File: src/rtl/matrix_index_sequencer_pkg.sv
// Shared types for the matrix index sequencer: FSM state encoding and default index width.
package mm_pkg;

  localparam int MM_IDX_WIDTH = 4;

  typedef enum logic [1:0] {
    ST_IDLE = 2'd0,
    ST_RUN  = 2'd1,
    ST_DONE = 2'd2
  } mm_state_e;

endpackage

File: src/rtl/matrix_index_sequencer_if.sv
// Control/index bundle between a matrix-multiply controller (master) and the index sequencer (slave).
interface matrix_index_sequencer_if
  import mm_pkg::*;
#(
  parameter int WIDTH = MM_IDX_WIDTH
) ();

  logic             start;
  logic             stall;
  logic [WIDTH-1:0] limit_i;
  logic [WIDTH-1:0] limit_j;
  logic [WIDTH-1:0] limit_k;
  logic [WIDTH-1:0] idx_i;
  logic [WIDTH-1:0] idx_j;
  logic [WIDTH-1:0] idx_k;
  logic             valid;
  logic             first_k;
  logic             last_k;
  logic             busy;
  logic             done;

  modport master (
    output start, stall, limit_i, limit_j, limit_k,
    input  idx_i, idx_j, idx_k, valid, first_k, last_k, busy, done
  );

  modport slave (
    input  start, stall, limit_i, limit_j, limit_k,
    output idx_i, idx_j, idx_k, valid, first_k, last_k, busy, done
  );

endinterface

File: src/rtl/matrix_index_sequencer_wrap_counter.sv
// Single loop-index counter: counts 0..limit inclusive and flags the wrap so counters can be chained.
module wrap_counter
  import mm_pkg::*;
#(
  parameter int WIDTH = MM_IDX_WIDTH
) (
  input  logic             clk,
  input  logic             clr,
  input  logic             en,
  input  logic             load_zero,
  input  logic [WIDTH-1:0] limit,
  output logic [WIDTH-1:0] count,
  output logic             wrap
);

  logic [WIDTH-1:0] r_count;
  logic             w_at_limit;

  assign w_at_limit = (r_count == limit);
  assign wrap       = en & w_at_limit;
  assign count      = r_count;

  // Wrap is an explicit compare, so a limit of all-ones never relies on overflow.
  always_ff @(posedge clk) begin
    if (clr) begin
      r_count <= '0;
    end else if (load_zero) begin
      r_count <= '0;
    end else if (en) begin
      if (w_at_limit) begin
        r_count <= '0;
      end else begin
        r_count <= r_count + 1'b1;
      end
    end
  end

endmodule

File: src/rtl/matrix_index_sequencer.sv
// Three-level (i outer, j, k inner) loop-index generator for the matrix multiply datapath.
module matrix_index_sequencer
  import mm_pkg::*;
#(
  parameter int WIDTH = MM_IDX_WIDTH
) (
  input logic                     clk,
  input logic                     clr,
  matrix_index_sequencer_if.slave bus
);

  mm_state_e        r_state;
  mm_state_e        w_state_nxt;
  logic [WIDTH-1:0] r_lim_i;
  logic [WIDTH-1:0] r_lim_j;
  logic [WIDTH-1:0] r_lim_k;
  logic [WIDTH-1:0] w_idx_i;
  logic [WIDTH-1:0] w_idx_j;
  logic [WIDTH-1:0] w_idx_k;
  logic             w_run;
  logic             w_accept;
  logic             w_advance;
  logic             w_wrap_k;
  logic             w_wrap_j;
  logic             w_wrap_i;
  logic             w_load_zero;

  assign w_run       = (r_state == ST_RUN);
  assign w_accept    = (r_state == ST_IDLE) & bus.start;
  assign w_advance   = w_run & ~bus.stall;
  assign w_load_zero = w_accept | w_wrap_i;

  always_ff @(posedge clk) begin
    if (clr) begin
      r_state <= ST_IDLE;
    end else begin
      r_state <= w_state_nxt;
    end
  end

  always_comb begin
    w_state_nxt = r_state;
    case (r_state)
      ST_IDLE: if (bus.start) w_state_nxt = ST_RUN;
      ST_RUN:  if (w_wrap_i)  w_state_nxt = ST_DONE;
      ST_DONE: w_state_nxt = ST_IDLE;
      default: w_state_nxt = ST_IDLE;
    endcase
  end

  // Limits are captured only on an accepted start so mid-pass changes are invisible.
  always_ff @(posedge clk) begin
    if (clr) begin
      r_lim_i <= '0;
      r_lim_j <= '0;
      r_lim_k <= '0;
    end else if (w_accept) begin
      r_lim_i <= bus.limit_i;
      r_lim_j <= bus.limit_j;
      r_lim_k <= bus.limit_k;
    end
  end

  wrap_counter #(.WIDTH(WIDTH)) u_cnt_k (
    .clk       (clk),
    .clr       (clr),
    .en        (w_advance),
    .load_zero (w_load_zero),
    .limit     (r_lim_k),
    .count     (w_idx_k),
    .wrap      (w_wrap_k)
  );

  wrap_counter #(.WIDTH(WIDTH)) u_cnt_j (
    .clk       (clk),
    .clr       (clr),
    .en        (w_wrap_k),
    .load_zero (w_load_zero),
    .limit     (r_lim_j),
    .count     (w_idx_j),
    .wrap      (w_wrap_j)
  );

  wrap_counter #(.WIDTH(WIDTH)) u_cnt_i (
    .clk       (clk),
    .clr       (clr),
    .en        (w_wrap_j),
    .load_zero (w_load_zero),
    .limit     (r_lim_i),
    .count     (w_idx_i),
    .wrap      (w_wrap_i)
  );

  assign bus.idx_i   = w_idx_i;
  assign bus.idx_j   = w_idx_j;
  assign bus.idx_k   = w_idx_k;
  assign bus.valid   = w_run;
  assign bus.busy    = w_run;
  assign bus.done    = (r_state == ST_DONE);
  assign bus.first_k = w_run & (w_idx_k == '0);
  assign bus.last_k  = w_run & (w_idx_k == r_lim_k);

endmodule

File: src/flat_wrapper.sv
// flat-port wrapper written by rule: the top's interface ports become plain ports
module matrix_index_sequencer_flat import mm_pkg::*;
#(
  parameter int WIDTH = MM_IDX_WIDTH
)
  (clk, clr, bus_start, bus_stall, bus_limit_i, bus_limit_j, bus_limit_k, bus_idx_i, bus_idx_j, bus_idx_k, bus_valid, bus_first_k, bus_last_k, bus_busy, bus_done);
  matrix_index_sequencer_if #(.WIDTH(WIDTH)) bus_i ();
  input logic clk;
  input logic clr;
  input wire logic [$bits(bus_i.start)-1:0] bus_start;
  input wire logic [$bits(bus_i.stall)-1:0] bus_stall;
  input wire logic [$bits(bus_i.limit_i)-1:0] bus_limit_i;
  input wire logic [$bits(bus_i.limit_j)-1:0] bus_limit_j;
  input wire logic [$bits(bus_i.limit_k)-1:0] bus_limit_k;
  output wire logic [$bits(bus_i.idx_i)-1:0] bus_idx_i;
  output wire logic [$bits(bus_i.idx_j)-1:0] bus_idx_j;
  output wire logic [$bits(bus_i.idx_k)-1:0] bus_idx_k;
  output wire logic [$bits(bus_i.valid)-1:0] bus_valid;
  output wire logic [$bits(bus_i.first_k)-1:0] bus_first_k;
  output wire logic [$bits(bus_i.last_k)-1:0] bus_last_k;
  output wire logic [$bits(bus_i.busy)-1:0] bus_busy;
  output wire logic [$bits(bus_i.done)-1:0] bus_done;
  assign bus_i.start = bus_start;
  assign bus_i.stall = bus_stall;
  assign bus_i.limit_i = bus_limit_i;
  assign bus_i.limit_j = bus_limit_j;
  assign bus_i.limit_k = bus_limit_k;
  assign bus_idx_i = bus_i.idx_i;
  assign bus_idx_j = bus_i.idx_j;
  assign bus_idx_k = bus_i.idx_k;
  assign bus_valid = bus_i.valid;
  assign bus_first_k = bus_i.first_k;
  assign bus_last_k = bus_i.last_k;
  assign bus_busy = bus_i.busy;
  assign bus_done = bus_i.done;
  matrix_index_sequencer #(.WIDTH(WIDTH)) u_core (.clk(clk), .clr(clr), .bus(bus_i));
endmodule
File: config.mk
export PLATFORM = sky130hd
export DESIGN_NAME = matrix_index_sequencer_flat
export DESIGN_NICKNAME = d
export VERILOG_FILES = /design/src/rtl/matrix_index_sequencer_pkg.sv /design/src/rtl/matrix_index_sequencer_if.sv /design/src/rtl/matrix_index_sequencer_wrap_counter.sv /design/src/rtl/matrix_index_sequencer.sv /design/src/flat_wrapper.sv
export SDC_FILE = /design/constraint.sdc
export NUM_CORES = 1
export LEC_CHECK = 0
export BUFFER_PORTS_ARGS = -buffer_cell sky130_fd_sc_hd__buf_4
export CAP_MARGIN = 40
export CORE_ASPECT_RATIO = 1.25
export CORE_MARGIN = 10
export CORE_UTILIZATION = 55
export DETAILED_ROUTE_END_ITERATION = 8
export GPL_ROUTABILITY_DRIVEN = 0
export PLACE_DENSITY = 0.9
export REMOVE_ABC_BUFFERS = 1
export SLEW_MARGIN = 20
export SYNTH_ARGS = -nofsm -noshare
export SYNTH_HDL_FRONTEND = slang
export SYNTH_SLANG_ARGS = --single-unit
File: constraint.sdc
create_clock -name clk -period 3.1 [get_ports clk]
set_input_delay 0.62 -clock clk [delete_from_list [all_inputs] [get_ports clk]]
set_output_delay 0.62 -clock clk [all_outputs]
set_load 0.01 [all_outputs]
# After elaboration in Yosys (flattened, before gate mapping)
# Cells that the tools add are included.
# W data, S select, Z words.
# op_classes
n_reduce_logical,4
n_mux,6
n_bitwise,9
addsub,3
n_eq_ne,7
# ops
op,count
$add A4 B1 Y4 const B,3
$eq A4 B4 Y1,3
$mux W4,3
$and A1 B1 Y1,7
$logic_not A4 Y1,1
$mux W2,2
$ne A2 B2 Y1 const B,2
$pmux W2 S2,1
$eq A2 B1 Y1 const B,1
$eq A2 B2 Y1 const B,1
$logic_not A2 Y1,1
$reduce_and A2 Y1,1
$reduce_or A2 Y1,1
$not A1 Y1,1
$or A1 B1 Y1,1
# word_totals
elab_cells,36
register_bits,26
output_inout_bits,17

# Depth between registers and ports, before layout
# logic_depth
word_depth,7
mapped_depth,6

# Cells and area by module
# From an unflattened synthesis, not the netlist that was laid out.
# hier_totals
hier_cells,136
area_unflattened_um2,1396.3
# by_module_without_submodules
mod,instances,seq_area_each_um2,area_per_inst_um2,cells_per_inst
wrap_counter,3,80.1,266.5,26
matrix_index_sequencer,1,280.3,596.8,58

# Worst setup path before layout
# Ideal clock, no wire load.
# synth_path
path_kind,input port to flip-flop
start,input bus_stall
end,"register u_core.u_cnt_j.r_count[2], in the netlist u_core.u_cnt_j.count[2]"
arrival_ns,1.558
path_slack_ns,1.424
required_ns,2.983
stages,5
path_cell_list,or2_2 clkbuf_1 nor2_4 o21ai_0 a32o_1
# synth_via
elab_chain_len,7
# synth_rtl
item,line_no,source
"start, declared",flat_wrapper.sv:11,input wire logic [$bits(bus_i.stall)-1:0] bus_stall;
$not A1 Y1 (*),matrix_index_sequencer.sv:30,assign w_advance = w_run & ~bus.stall;
$and A1 B1 Y1 (*),matrix_index_sequencer.sv:30,
$and A1 B1 Y1 (*),matrix_index_sequencer_wrap_counter.sv:20,assign wrap = en & w_at_limit;
$and A1 B1 Y1 (2 in series),matrix_index_sequencer_wrap_counter.sv:20,
$or A1 B1 Y1,matrix_index_sequencer.sv:31,assign w_load_zero = w_accept | w_wrap_i;
$reduce_or A2 Y1 (no line),--,
"end signal, assigned",matrix_index_sequencer_wrap_counter.sv:33,r_count <= r_count + 1'b1;
"end, declared",matrix_index_sequencer_wrap_counter.sv:16,logic [WIDTH-1:0] r_count;
# Mark *: on every way between the ends. The rest lies on a longest branch, timed or not.
# A chain may end at the register's enable or synchronous reset.

# Final worst setup path
# layout_path
start,"register u_core.u_cnt_k.r_count[0], in the netlist u_core.u_cnt_k.count[0]"
end,output bus_last_k
# layout_via
elab_chain_len,2
# layout_rtl
item,line_no,source
"start, declared",matrix_index_sequencer_wrap_counter.sv:16,
"start signal, assigned",matrix_index_sequencer_wrap_counter.sv:33,
$eq A4 B4 Y1,matrix_index_sequencer.sv:101,assign bus.last_k = w_run & (w_idx_k == r_lim_k);
$and A1 B1 Y1,matrix_index_sequencer.sv:101,
"end, declared",flat_wrapper.sv:20,output wire logic [$bits(bus_i.last_k)-1:0] bus_last_k;
# No other way between the ends.

==> impl_metrics.ini <==
[status]
outcome = finished clean

[sta]
fmax_ghz = 0.468
rsz0062_at_grt = false
relSlewSlack_pct = 43.1
timing.final.hold_violations = 0
fin_crit_sh_pct = 68.9
setup_tns_ns = 0
worstMarginPinSlew_ns = 0.852
report.final.setup_viol = 0
period_needed_ns = 2.14
finClkSkew_ns = 0.00117
drv_slew = 0

[yosys]
synth-simple-area-share_pct = 25.1
ys_ff_latch = 26
synthAdderAreaFrac_pct = 4.02
synth_top_family_by_area = simple AND/OR/NAND/NOR gates
synth_edf_count = 0
yosysWarnings = 0
synth-main-ff-cell = dfxtp_1
async_reset_ff_share_pct = 0
syn_area_um2 = 1250
synthMuxAreaShare_pct = 0
ys_seq_area_share_pct = 41.8
synth_compound_area_share_pct = 16.3
syn_inst = 126
syn_area_per_cell_um2 = 9.89
ys_types = 35
synth_xor_area_share_pct = 9.84

[grt]
grt_pass1_vias = 1042
grt_use_total_pct = 13.0
antenna_found_initial = 0
overflow = 0
grt_start_max_net_pins = 17
grt_pass1_wl_um = 4860

[clocking]
numCtsBuffers = 3
holdBufCountCts = 0
cts_setup_buffers = 0
clockRootBuffer = clkbuf_4
clock-sinks = 26
clk_pin_slew_ns = 0.13
clk_path_buf_depth = 2
htree_levels = 1
ctsResizeCount = 0
clock_latency_ns = 0.32
cts_tree = done

[flow_run]
max-cap-violations = 0

[power_and_ir_drop]
power.density_nw_per_um2 = 435
cellLeakagePower_nw = 0.654
peakVddDrop_v = 0.000386

[worst_setup_path]
worst-path-buf-inv = 1
cp_cell_sequence = xnor2_1 > nand4_4 > nor2_1 > buf_4
cp.depth = 4
cpLargestDelayFamily = flip-flops
worstSetupPathType = reg2out
slowest_stage = dfxtp_1
ff2ff_setup_slack_ns = 1.31
critPathMaxStageDelay_ns = 0.47
crit_arrival_ns = 1.52
ff2ff_path_depth = 5
path_max_fanout = 9
crit_required_ns = 2.48
r2r_end = u_core.u_cnt_j.count[3]
r2r_start = u_core.u_cnt_j.count[0]
cp-end-kind = output pin
critPathLaunchType = flop

[route]
drtPass1Iterations = 4
routed_wl_um = 2850
via_count = 1029
drt_iter0_drc = 22
vias_per_cell = 5.44
wire_per_inst_um = 15.1
drc_errors = 0
antenna_left = 0

[floorplan]
die_area_um2 = 4580
io_pins = 33
start_util_pct = 57.0
row_count = 19
die_w_um = 62.6
core_area_um2 = 2190
die_y_um = 73.2

[hold_path]
worstHoldPathType = in2reg
min_path_cells = 2
min_from = clr
hold_path_end = u_core.r_state[1]

[final_layout]
mostFrequentLayoutCell = buf_4
drive_gt1_share_pct = 29.7
final_cell_mix = buf_4, dfxtp_1, a22o_1
nets = 179
area_delta_synth_final_pct = 24.1
utilization_pct = 70.7
antenna_cells = 0
fin_cells = 189

[placement]
numPortBuffers = 32
dp_cells = 185
place_hpwl_um = 2220
[power by group]
group          internal [W]  switching [W]
Sequential         0.000349      0.0000126
Combinational     0.0000668      0.0000741
Clock             0.0000720      0.0000984
[worst max-delay path by stage]
stage	startpoint	endpoint	slack [ns]
2_1_floorplan	bus_start	u_core.r_lim_j[1]	1.45
3_5_place_dp	bus_start	u_core.r_lim_j[1]	1.07
4_1_cts	u_core.u_cnt_k.count[0]	bus_last_k	0.96
6_report	u_core.u_cnt_k.count[0]	bus_last_k	0.96
5_1_grt	u_core.u_cnt_k.count[3]	bus_last_k	0.86
3_3_place_gp	bus_start	u_core.r_lim_j[1]	1.13
[through the flow]
stage          setup WS, ns  total power (W)  area, µm²  hold slack, ns
3_3_place_gp           1.13         0.000506       1510           0.484
4_1_cts               0.957         0.000678       1550           0.471
5_1_grt               0.858         0.000705       1550           0.466
6_report              0.965         0.000673       1550           0.474
3_5_place_dp           1.07         0.000511       1510           0.488
2_1_floorplan          1.45         0.000459       1220           0.470
[synth_stat cells (5+ instances only)]
cell type   n  area [µm²]
a21oi_1     7        35.0
a22o_1     11        96.3
dfxtp_1    26         521
nand2_1     6        22.5
nand3_1     6        30.0
nor2_1      5        18.8
o21ai_0     6        30.0
xnor2_1     8        70.1
xor2_1      6        52.6
[logic make-up after synthesis]
| group | Yosys count |
|---|---|
| adder cells (fa/ha/maj) | 4 |
| buffers and inverters | 9 |
| XOR/XNOR | 14 |
| AO/OA/AOI/OAI | 29 |
| AND/OR/NAND/NOR | 44 |
| flip-flops | 26 |
[cell type report]
| class | count | area (µm²) |
|---|---|---|
| Inverter | 4 | 15.0 |
| Sequential cell | 26 | 520 |
| Tap cell | 31 | 38.8 |
| Clock buffer | 4 | 36.3 |
| Timing Repair Buffer | 33 | 248 |
| Fill cell | 176 | 641 |
| Multi-Input combinational cell | 91 | 688 |
[metal layers]
layer | global-route usage [%] | wire (µm) | vias up
met2 | 22.4 | 1420 | 24
li1 | - | - | 517
met3 | 3.69 | 121 | 5
met4 | 6.22 | 49 | 0
met1 | 14.7 | 1260 | 483
met5 | 0 | 0 | -
[state kept, by name, summed over array words and instances, names as in the netlist]
register / count
u_core.r_lim_k: 4
u_core.r_lim_j: 4
u_core.u_cnt_k.count: 4
u_core.r_lim_i: 4
u_core.r_state: 2
u_core.u_cnt_j.count: 4
u_core.u_cnt_i.count: 4
No activity file was read; power rests on OpenSTA's default activity.
